[config.mk]
export PLATFORM = sky130hd
export DESIGN_NAME = ttc3_aes_ctr_seq
export DESIGN_NICKNAME = d
export VERILOG_FILES = /design/src/rtl/ttc3_pkg.sv /design/src/rtl/ttc3_aes_ctr_seq.sv
export SDC_FILE = /design/constraint.sdc
export NUM_CORES = 1
export LEC_CHECK = 0
export ABC_AREA = 1
export ABC_CLOCK_PERIOD_IN_PS = 2300
export BUFFER_PORTS_ARGS = -buffer_cell sky130_fd_sc_hd__buf_4
export CAP_MARGIN = 20
export CORE_AREA = 2 2 408 410
export DETAILED_ROUTE_END_ITERATION = 10
export DIE_AREA = 0 0 410 412
export SLEW_MARGIN = 10
export SYNTH_ARGS = -nofsm -noshare
export SYNTH_HDL_FRONTEND = slang
export SYNTH_SLANG_ARGS = --single-unit
export TNS_END_PERCENT = 50
[constraint.sdc]
create_clock -name clock -period 2.3 [get_ports clock]
set_clock_uncertainty 0.15 [all_clocks]
set_input_delay 0 -clock clock [delete_from_list [all_inputs] [get_ports clock]]
set_output_delay 0 -clock clock [all_outputs]
set_load 0.005 [all_outputs]
[src/rtl/ttc3_pkg.sv]
// rtl/ttc3_pkg.sv - shared state encoding and parameter defaults for the AES-CTR sequencer
package ttc3_pkg;

    localparam int TIMEOUT_DEF = 32;
    localparam int CTR_W_DEF   = 32;

    typedef enum logic [2:0] {
        ST_IDLE,
        ST_WAIT_IN,
        ST_ISSUE,
        ST_WAIT_DONE,
        ST_OUT,
        ST_ZEROIZE,
        ST_DONE
    } state_t;

endpackage

[src/rtl/ttc3_aes_ctr_seq.sv]
// rtl/ttc3_aes_ctr_seq.sv - sequences one block at a time through an external AES engine in counter mode
module ttc3_aes_ctr_seq
    import ttc3_pkg::*;
#(
    parameter int TIMEOUT = TIMEOUT_DEF,
    parameter int CTR_W   = CTR_W_DEF
) (
    input  logic         clock,
    input  logic         reset_n,
    input  logic         cmd_start,
    input  logic         cmd_abort,
    input  logic         cmd_decrypt,
    input  logic [3:0]   cmd_nblocks,
    input  logic [127:0] cmd_key,
    input  logic [127:0] cmd_iv,
    input  logic         in_valid,
    output logic         in_ready,
    input  logic [127:0] in_data,
    output logic         out_valid,
    input  logic         out_ready,
    output logic [127:0] out_data,
    output logic         aes_start,
    output logic         aes_decrypt,
    output logic [127:0] aes_key,
    output logic [127:0] aes_plaintext,
    output logic [127:0] aes_counter,
    input  logic         aes_busy,
    input  logic         aes_done,
    input  logic [127:0] aes_ciphertext,
    output logic         job_busy,
    output logic         job_done,
    output logic         job_err
);

    localparam int TMO_W = $clog2(TIMEOUT + 1);

    state_t           state;
    state_t           state_nxt;
    logic [127:0]     key_q;
    logic [127:0]     pt_q;
    logic [127:0]     obuf_q;
    logic [127:0]     ctr_q;
    logic             mode_q;
    logic             err_q;
    logic [3:0]       rem_q;
    logic [TMO_W-1:0] tmo_q;
    logic             abort_now;
    logic             tmo_hit;
    logic             in_hs;
    logic             out_hs;

    assign abort_now = cmd_abort && (state != ST_IDLE);
    // ZEROIZE and DONE take the last two cycles, so job_err lands exactly TIMEOUT cycles after aes_start
    assign tmo_hit   = (int'(tmo_q) + 3 >= TIMEOUT);
    assign in_hs     = in_valid && in_ready;
    assign out_hs    = out_valid && out_ready;

    assign aes_decrypt   = mode_q;
    assign aes_plaintext = pt_q;
    assign aes_counter   = ctr_q;
    assign out_data      = obuf_q;

    always_comb begin
        state_nxt = state;
        in_ready  = 1'b0;
        out_valid = 1'b0;
        aes_start = 1'b0;
        aes_key   = '0;
        job_busy  = (state != ST_IDLE);
        job_done  = 1'b0;
        job_err   = 1'b0;
        unique case (state)
            ST_IDLE: begin
                if (cmd_start) begin
                    state_nxt = (cmd_nblocks == 4'd0) ? ST_ZEROIZE : ST_WAIT_IN;
                end
            end
            ST_WAIT_IN: begin
                in_ready = !cmd_abort;
                if (in_valid && !cmd_abort) begin
                    state_nxt = ST_ISSUE;
                end
            end
            ST_ISSUE: begin
                aes_key   = key_q;
                aes_start = !aes_busy && !cmd_abort;
                if (!aes_busy) begin
                    state_nxt = ST_WAIT_DONE;
                end
            end
            ST_WAIT_DONE: begin
                aes_key = key_q;
                if (aes_done) begin
                    state_nxt = ST_OUT;
                end else if (tmo_hit) begin
                    state_nxt = ST_ZEROIZE;
                end
            end
            ST_OUT: begin
                out_valid = !cmd_abort;
                if (out_ready && !cmd_abort) begin
                    state_nxt = (rem_q == 4'd1) ? ST_ZEROIZE : ST_WAIT_IN;
                end
            end
            ST_ZEROIZE: begin
                state_nxt = ST_DONE;
            end
            ST_DONE: begin
                job_done  = !err_q && !cmd_abort;
                job_err   = err_q;
                state_nxt = ST_IDLE;
            end
            default: begin
                state_nxt = ST_IDLE;
            end
        endcase
        if (abort_now) begin
            state_nxt = ST_ZEROIZE;
        end
    end

    always_ff @(posedge clock) begin
        if (!reset_n) begin
            state  <= ST_IDLE;
            key_q  <= '0;
            pt_q   <= '0;
            obuf_q <= '0;
            ctr_q  <= '0;
            mode_q <= 1'b0;
            err_q  <= 1'b0;
            rem_q  <= '0;
            tmo_q  <= '0;
        end else begin
            state <= state_nxt;
            if (state == ST_IDLE && cmd_start) begin
                err_q <= (cmd_nblocks == 4'd0);
                if (cmd_nblocks != 4'd0) begin
                    key_q  <= cmd_key;
                    ctr_q  <= cmd_iv;
                    mode_q <= cmd_decrypt;
                    rem_q  <= cmd_nblocks;
                end
            end
            if (in_hs) begin
                pt_q <= in_data;
            end
            if (aes_start) begin
                tmo_q <= '0;
            end else if (state == ST_WAIT_DONE) begin
                tmo_q <= tmo_q + 1'b1;
            end
            if (state == ST_WAIT_DONE && !cmd_abort) begin
                if (aes_done) begin
                    obuf_q <= aes_ciphertext;
                end else if (tmo_hit) begin
                    err_q <= 1'b1;
                end
            end
            if (out_hs) begin
                rem_q              <= rem_q - 4'd1;
                // only the low field counts; the nonce part above it never sees a carry
                ctr_q[CTR_W-1:0]   <= ctr_q[CTR_W-1:0] + 1'b1;
            end
            if (abort_now) begin
                err_q <= 1'b1;
            end
            if (state == ST_ZEROIZE) begin
                key_q  <= '0;
                pt_q   <= '0;
                obuf_q <= '0;
                ctr_q  <= '0;
                mode_q <= 1'b0;
                rem_q  <= '0;
            end
        end
    end

endmodule
# Yosys cells after proc, flatten, opt, wreduce, memory -nomap -nowiden
# Index checks and enable logic that the tools add are counted.
[totals]
out_inout_bits = 519
in_bits = 525
reg_bits = 527
[op_classes]
mux = 27
n_addsub = 4
bitwise_logic = 1
reduce_logical = 27
eq_ne = 17
order_cmp = 1
[op_table]
columns = ["cell", "n"]
rows = [
  ["$mux 128", 1],
  ["$mux 32", 3],
  ["$add 32x1->32 const B", 1],
  ["$mux 3", 9],
  ["$pmux 3 s6", 1],
  ["$ne 3x3->1 const B", 5],
  ["$mux 4", 3],
  ["$mux 1", 10],
  ["$reduce_and 5->1", 2],
  ["$eq 3x3->1 const B", 3],
  ["$logic_and 1x1->1", 9],
  ["$ne 2x2->1 const B", 4],
  ["$reduce_or 2->1", 4],
  ["$add 6x2->7 const B", 1],
  ["$ge 7x6->1 const B", 1],
  ["$add 6x1->6 const B", 1],
  ["$eq 3x2->1 const B", 2],
  ["$reduce_and 2->1", 3],
  ["$eq 4x1->1 const B", 1],
  ["$logic_not 4->1", 1],
  ["$ne 4x4->1 const B", 1],
  ["$reduce_bool 2->1", 2],
  ["$reduce_bool 4->1", 1],
  ["$sub 4x1->4 const B", 1],
  ["other kinds (5)", 7],
]

# Logic depth before layout (Yosys ltp)
[depth]
ltp_word = 7
ltp_mapped = 12
ltp_nobuf = 11

# Least setup slack after synthesis
# No wires, ideal clock.
[synth_path]
path_type = "flip-flop to flip-flop"
start = "register ctr_q[0], in the netlist aes_counter[0]"
end = "register ctr_q[20], in the netlist aes_counter[20]"
arrival_time_ns = 1.514
required_time_ns = 2.040
setup_slack_ns = 0.527
path_stages_with_launch = 11
path_buffers = 0
path_cell_list = "dfxtp_1 > ha_1 > nand3_1 > nor2_1 > nand3_1 > nor2_1 > nand2_1 > nand3_1 > nand3_1 > nand2_1 > inv_1"
[synth_between]
elab_chain_cells = 2
[synth_lines]
columns = ["item", "line_no", "source"]
rows = [
  ["start: declaration", "ttc3_aes_ctr_seq.sv:42", "logic [127:0] ctr_q;"],
  ["start signal: assignment", "ttc3_aes_ctr_seq.sv:139", "ctr_q <= cmd_iv;"],
  ["start signal: indexed assignment", "ttc3_aes_ctr_seq.sv:162", "ctr_q[CTR_W-1:0] <= ctr_q[CTR_W-1:0] + 1'b1;"],
  ["$add 32x1->32", "ttc3_aes_ctr_seq.sv:162", ""],
  ["$mux 32", "ttc3_aes_ctr_seq.sv:159", "if (out_hs) begin"],
]
# No other way between the ends.
# A chain may end at the register's enable or synchronous reset.

# Worst setup path after layout
[layout_path]
start = "register state[2]"
end = "output aes_key[113]"
[layout_between]
elab_chain_cells = 3
[layout_lines]
columns = ["item", "line_no", "source"]
rows = [
  ["start: declaration", "ttc3_aes_ctr_seq.sv:37", "state_t state;"],
  ["start signal: assignment", "ttc3_aes_ctr_seq.sv:134", "state <= state_nxt;"],
  ["$eq 3x2->1", "ttc3_aes_ctr_seq.sv:72", "unique case (state)"],
  ["$reduce_or 2->1 (no source line) (*)", "n/a", ""],
  ["$mux 128 (*)", "ttc3_aes_ctr_seq.sv:72", ""],
  ["end: declaration", "ttc3_aes_ctr_seq.sv:24", "output logic [127:0] aes_key,"],
]
# Mark *: on every way between the ends. The rest lies on a longest branch, timed or not.

==> impl_metrics.env <==
export IMPL_clkPwrFrac_pct=32.4
export IMPL_p_leak_uw=0.0174
export IMPL_clock_path_buffers=3
export IMPL_required_ns=2.15
export IMPL_worst_path_largest_cell_delay_ns=0.36
export IMPL_post_place_ws_ns=0.181
export IMPL_wl_per_cell_um=19.6
export IMPL_post_dp_cell_area_um2=31000
export IMPL_netlist_instances=2807
export IMPL_synthesis_nets=3337
export IMPL_post_route_period_util_pct=94.2
export IMPL_gp_congestion=0.897
export IMPL_layout_drive_gt1_share_pct=27.0
export IMPL_port_buffers=1043
export IMPL_synth_cell_types=36
export IMPL_seqPwrFrac_pct=34.8
export IMPL_grt_pass1_wl_um=188000
export IMPL_drtAntennaViolNets=0
export IMPL_die_area_um2=169000
export IMPL_drc=0
export IMPL_ys_async_sr_fraction_pct=0
export IMPL_rows=149
export IMPL_core_area_um2=164000
export IMPL_wl_met2_um=64200
export IMPL_yosysWarnings=0
export IMPL_clockRootBuffer="clkbuf_16"
export IMPL_arrival_ns=2.02
export IMPL_antenna_found_initial=83
export IMPL_post_dp_hpwl_um=102000
export IMPL_switching_share_pct=34.8
export IMPL_clock_sinks=527
export IMPL_via_per_inst=3.91
export IMPL_synthFlopType="dfxtp_1"
export IMPL_initial_core_util_pct=12.5
export IMPL_p_sw_uw=12100
export IMPL_cap_violations=0
export IMPL_p_total_uw=34900
export IMPL_max_vdd_ir_drop_uv=656
export IMPL_hold_class="in -> reg"
export IMPL_synth_top_cell_by_area="dfxtp_1"
export IMPL_final_area_um2=42100
export IMPL_outcome="complete, no violations"
export IMPL_postLayoutCoreUtil_pct=25.6
export IMPL_drt_pass1_iter_count=7
export IMPL_worst_slew_pin_slew_ns=0.792
export IMPL_fillers=17500
export IMPL_intPower_uw=22800
export IMPL_top_layer_used="met5"
export IMPL_drt_iter0_drc=1641
export IMPL_cts_buffers_inserted=68
export IMPL_start_kind="register"
export IMPL_crit_chain="inv_6 > nand2_8 > buf_12 > buf_4 > nor2_1 > buf_4"
export IMPL_power_per_cell_area_nw_per_um2=831
export IMPL_worst_slack_ns=0.133
export IMPL_path_max_fanout=17
export IMPL_grt_max_degree=154
export IMPL_num_vias=27000
export IMPL_dr_wl_met3_um=10800
export IMPL_crit_top_cell="buf_4"
export IMPL_synth_area_top_cells="dfxtp_1, nor2_1, a21oi_1"
export IMPL_nets=5177
export IMPL_clkLatencyLatePin_ns=0.66
export IMPL_yosys_register_bits=527
export IMPL_finalMaxSlewViolations=0
export IMPL_crit_type="reg -> out"
export IMPL_avgSynthCellArea_um2=7.32
export IMPL_grt_ovfl_total=0
export IMPL_cts_tree="built"
export IMPL_ios=1044
export IMPL_period_needed_ns=2.17
export IMPL_synth_edff_count=0
export IMPL_htreeDepth=3
export IMPL_holdWs_ns=0.0590
export IMPL_slowest_stage="dfxtp_2"
export IMPL_power_frac_comb_pct=32.8
export IMPL_grt_pass1_vias=26800
export IMPL_endpoint_kind="output pin"
export IMPL_ys_seq_area_share_pct=51.4
export IMPL_wirelength_um=135000
export IMPL_cts_reportedPaths_clkPinSlew_ns=0.06
export IMPL_relSlewSlack_pct=47.2
export IMPL_netlist_area_um2=20500
export IMPL_hold_violations=0
export IMPL_dieWidth_um=410
export IMPL_clock_fmax_mhz=461
export IMPL_met1Wirelength_um=54400
export IMPL_synthToLayoutAreaGrowth_pct=105
export IMPL_die_h_um=412
export IMPL_setup_viol=0
export IMPL_track_usage_pct=15.2
export IMPL_netlist_area_leader_share_pct=51.4
worst max-delay path, delay by kind of cell (launching register included):
family | cells | cell delay (ns)
buffers and inverters | 4 | 0.68
flip-flops | 1 | 0.36
AND/OR/NAND/NOR | 2 | 0.29
worst paths after layout:
| kind | start | end | slack [ns] | depth (start not counted) |
|---|---|---|---|---|
| worst max-delay path | state[2] | aes_key[113] | 0.13 | 6 |
| worst min-delay path | in_data[108] | aes_plaintext[108] | 0.06 | 4 |
| worst max register to register | state[2] | aes_counter[39] | 0.14 | 8 |
| worst min register to register | key_q[88] | key_q[88] | 0.30 | 2 |
sequential cells by signal (all words and copies together), names as in the netlist:
register / count
tmo_q: 6
aes_plaintext: 128
key_q: 128
out_data: 128
err_q: 1
rem_q: 4
state: 3
aes_counter: 128
aes_decrypt: 1
power groups by stage:
| stage | registers, uW | clock network [uW] | logic (uW) |
|---|---|---|---|
| final | 12200 | 11300 | 11500 |
| after global routing | 12400 | 12000 | 12600 |
| after CTS | 12100 | 11700 | 11300 |
| after detailed placement | 12300 | 0 | 9890 |
| after global placement | 12200 | 0 | 9800 |
| after floorplan | 12100 | 0 | 4540 |
cell type report:
class                   instances  area (um2)  share of cell area, %
multi-input cells            1891        8460                   20.1
repair buffers               1972       17200                   40.9
flip-flops and latches        527       10600                   25.1
inverters                     187         719                   1.71
well taps                    2189        2740                   6.51
clock inverters                30         440                   1.05
clock buffers                  88        1870                   4.44
diodes                         36        90.1                  0.214
stage by stage:
stage | instances | TNS [ns]
floorplan | 2807 | 0
global placement | 5910 | 0
detailed placement | 5910 | 0
CTS | 6879 | 0
global route | 6911 | -0.0186
finish | 6920 | 0
cells in the mapped netlist, types with 5 or more instances:
| cell | number |
|---|---|
| nor3_1 | 8 |
| a21oi_1 | 291 |
| buf_2 | 47 |
| inv_1 | 180 |
| o21ai_0 | 281 |
| or2_2 | 7 |
| nor2_1 | 681 |
| ha_1 | 5 |
| nand2_1 | 310 |
| o21ai_1 | 90 |
| clkbuf_1 | 123 |
| dfxtp_1 | 527 |
| a31oi_1 | 5 |
| buf_4 | 21 |
| inv_2 | 7 |
| buf_1 | 6 |
| nand3_1 | 178 |
cells by family (layout without fill, tap and decap cells):
group	after synthesis	after routing	share of synthesized area [%]
AND/OR/NAND/NOR	1203	1205	23.6
flip-flops	527	527	51.4
XOR/XNOR	4	4	0.171
other	0	36	0
buffers and inverters	391	2277	7.95
AO/OA/AOI/OAI	677	677	16.6
adder cells (fa/ha/maj)	5	5	0.305
placed cells by master, fill, tap and decap left out, drive strengths merged, types with 2 or more instances in the layout:
cell and n:
diode 36, clkbuf 88, dlygate4sd3 849, or2 7
nand2 317, ha 5, inv 197, nor3 8
nand3 179, clkinv 9, a22oi 2, dfxtp 527
o21ai 371, o22ai 2, nor2 686, nand4 3
a21oi 291, xor2 4, o211ai 2, a31oi 5
nand3b 3, buf 1123, bufinv 7, clkinvlp 4
timing repair:
| item | 4_1_cts | 5_1_grt |
|---|---|---|
| pin swaps | 1 | 3 |
| resized for setup | 7 | 12 |
| endpoints found under the setup margin | 101 | 54 |
| endpoints found under the hold margin | 527 | 0 |
| setup buffers | 0 | 5 |
| hold buffers | 849 | 0 |
| cloned | 2 | 0 |
metal layers:
layer | vias up | GRT usage (%)
met4 | 24 | 6.66
met1 | 12600 | 17.7
li1 | 12800 | -
met3 | 352 | 4.73
met5 | - | 0
met2 | 1261 | 25.5
Note: power is estimated with default switching activity, not from simulation.
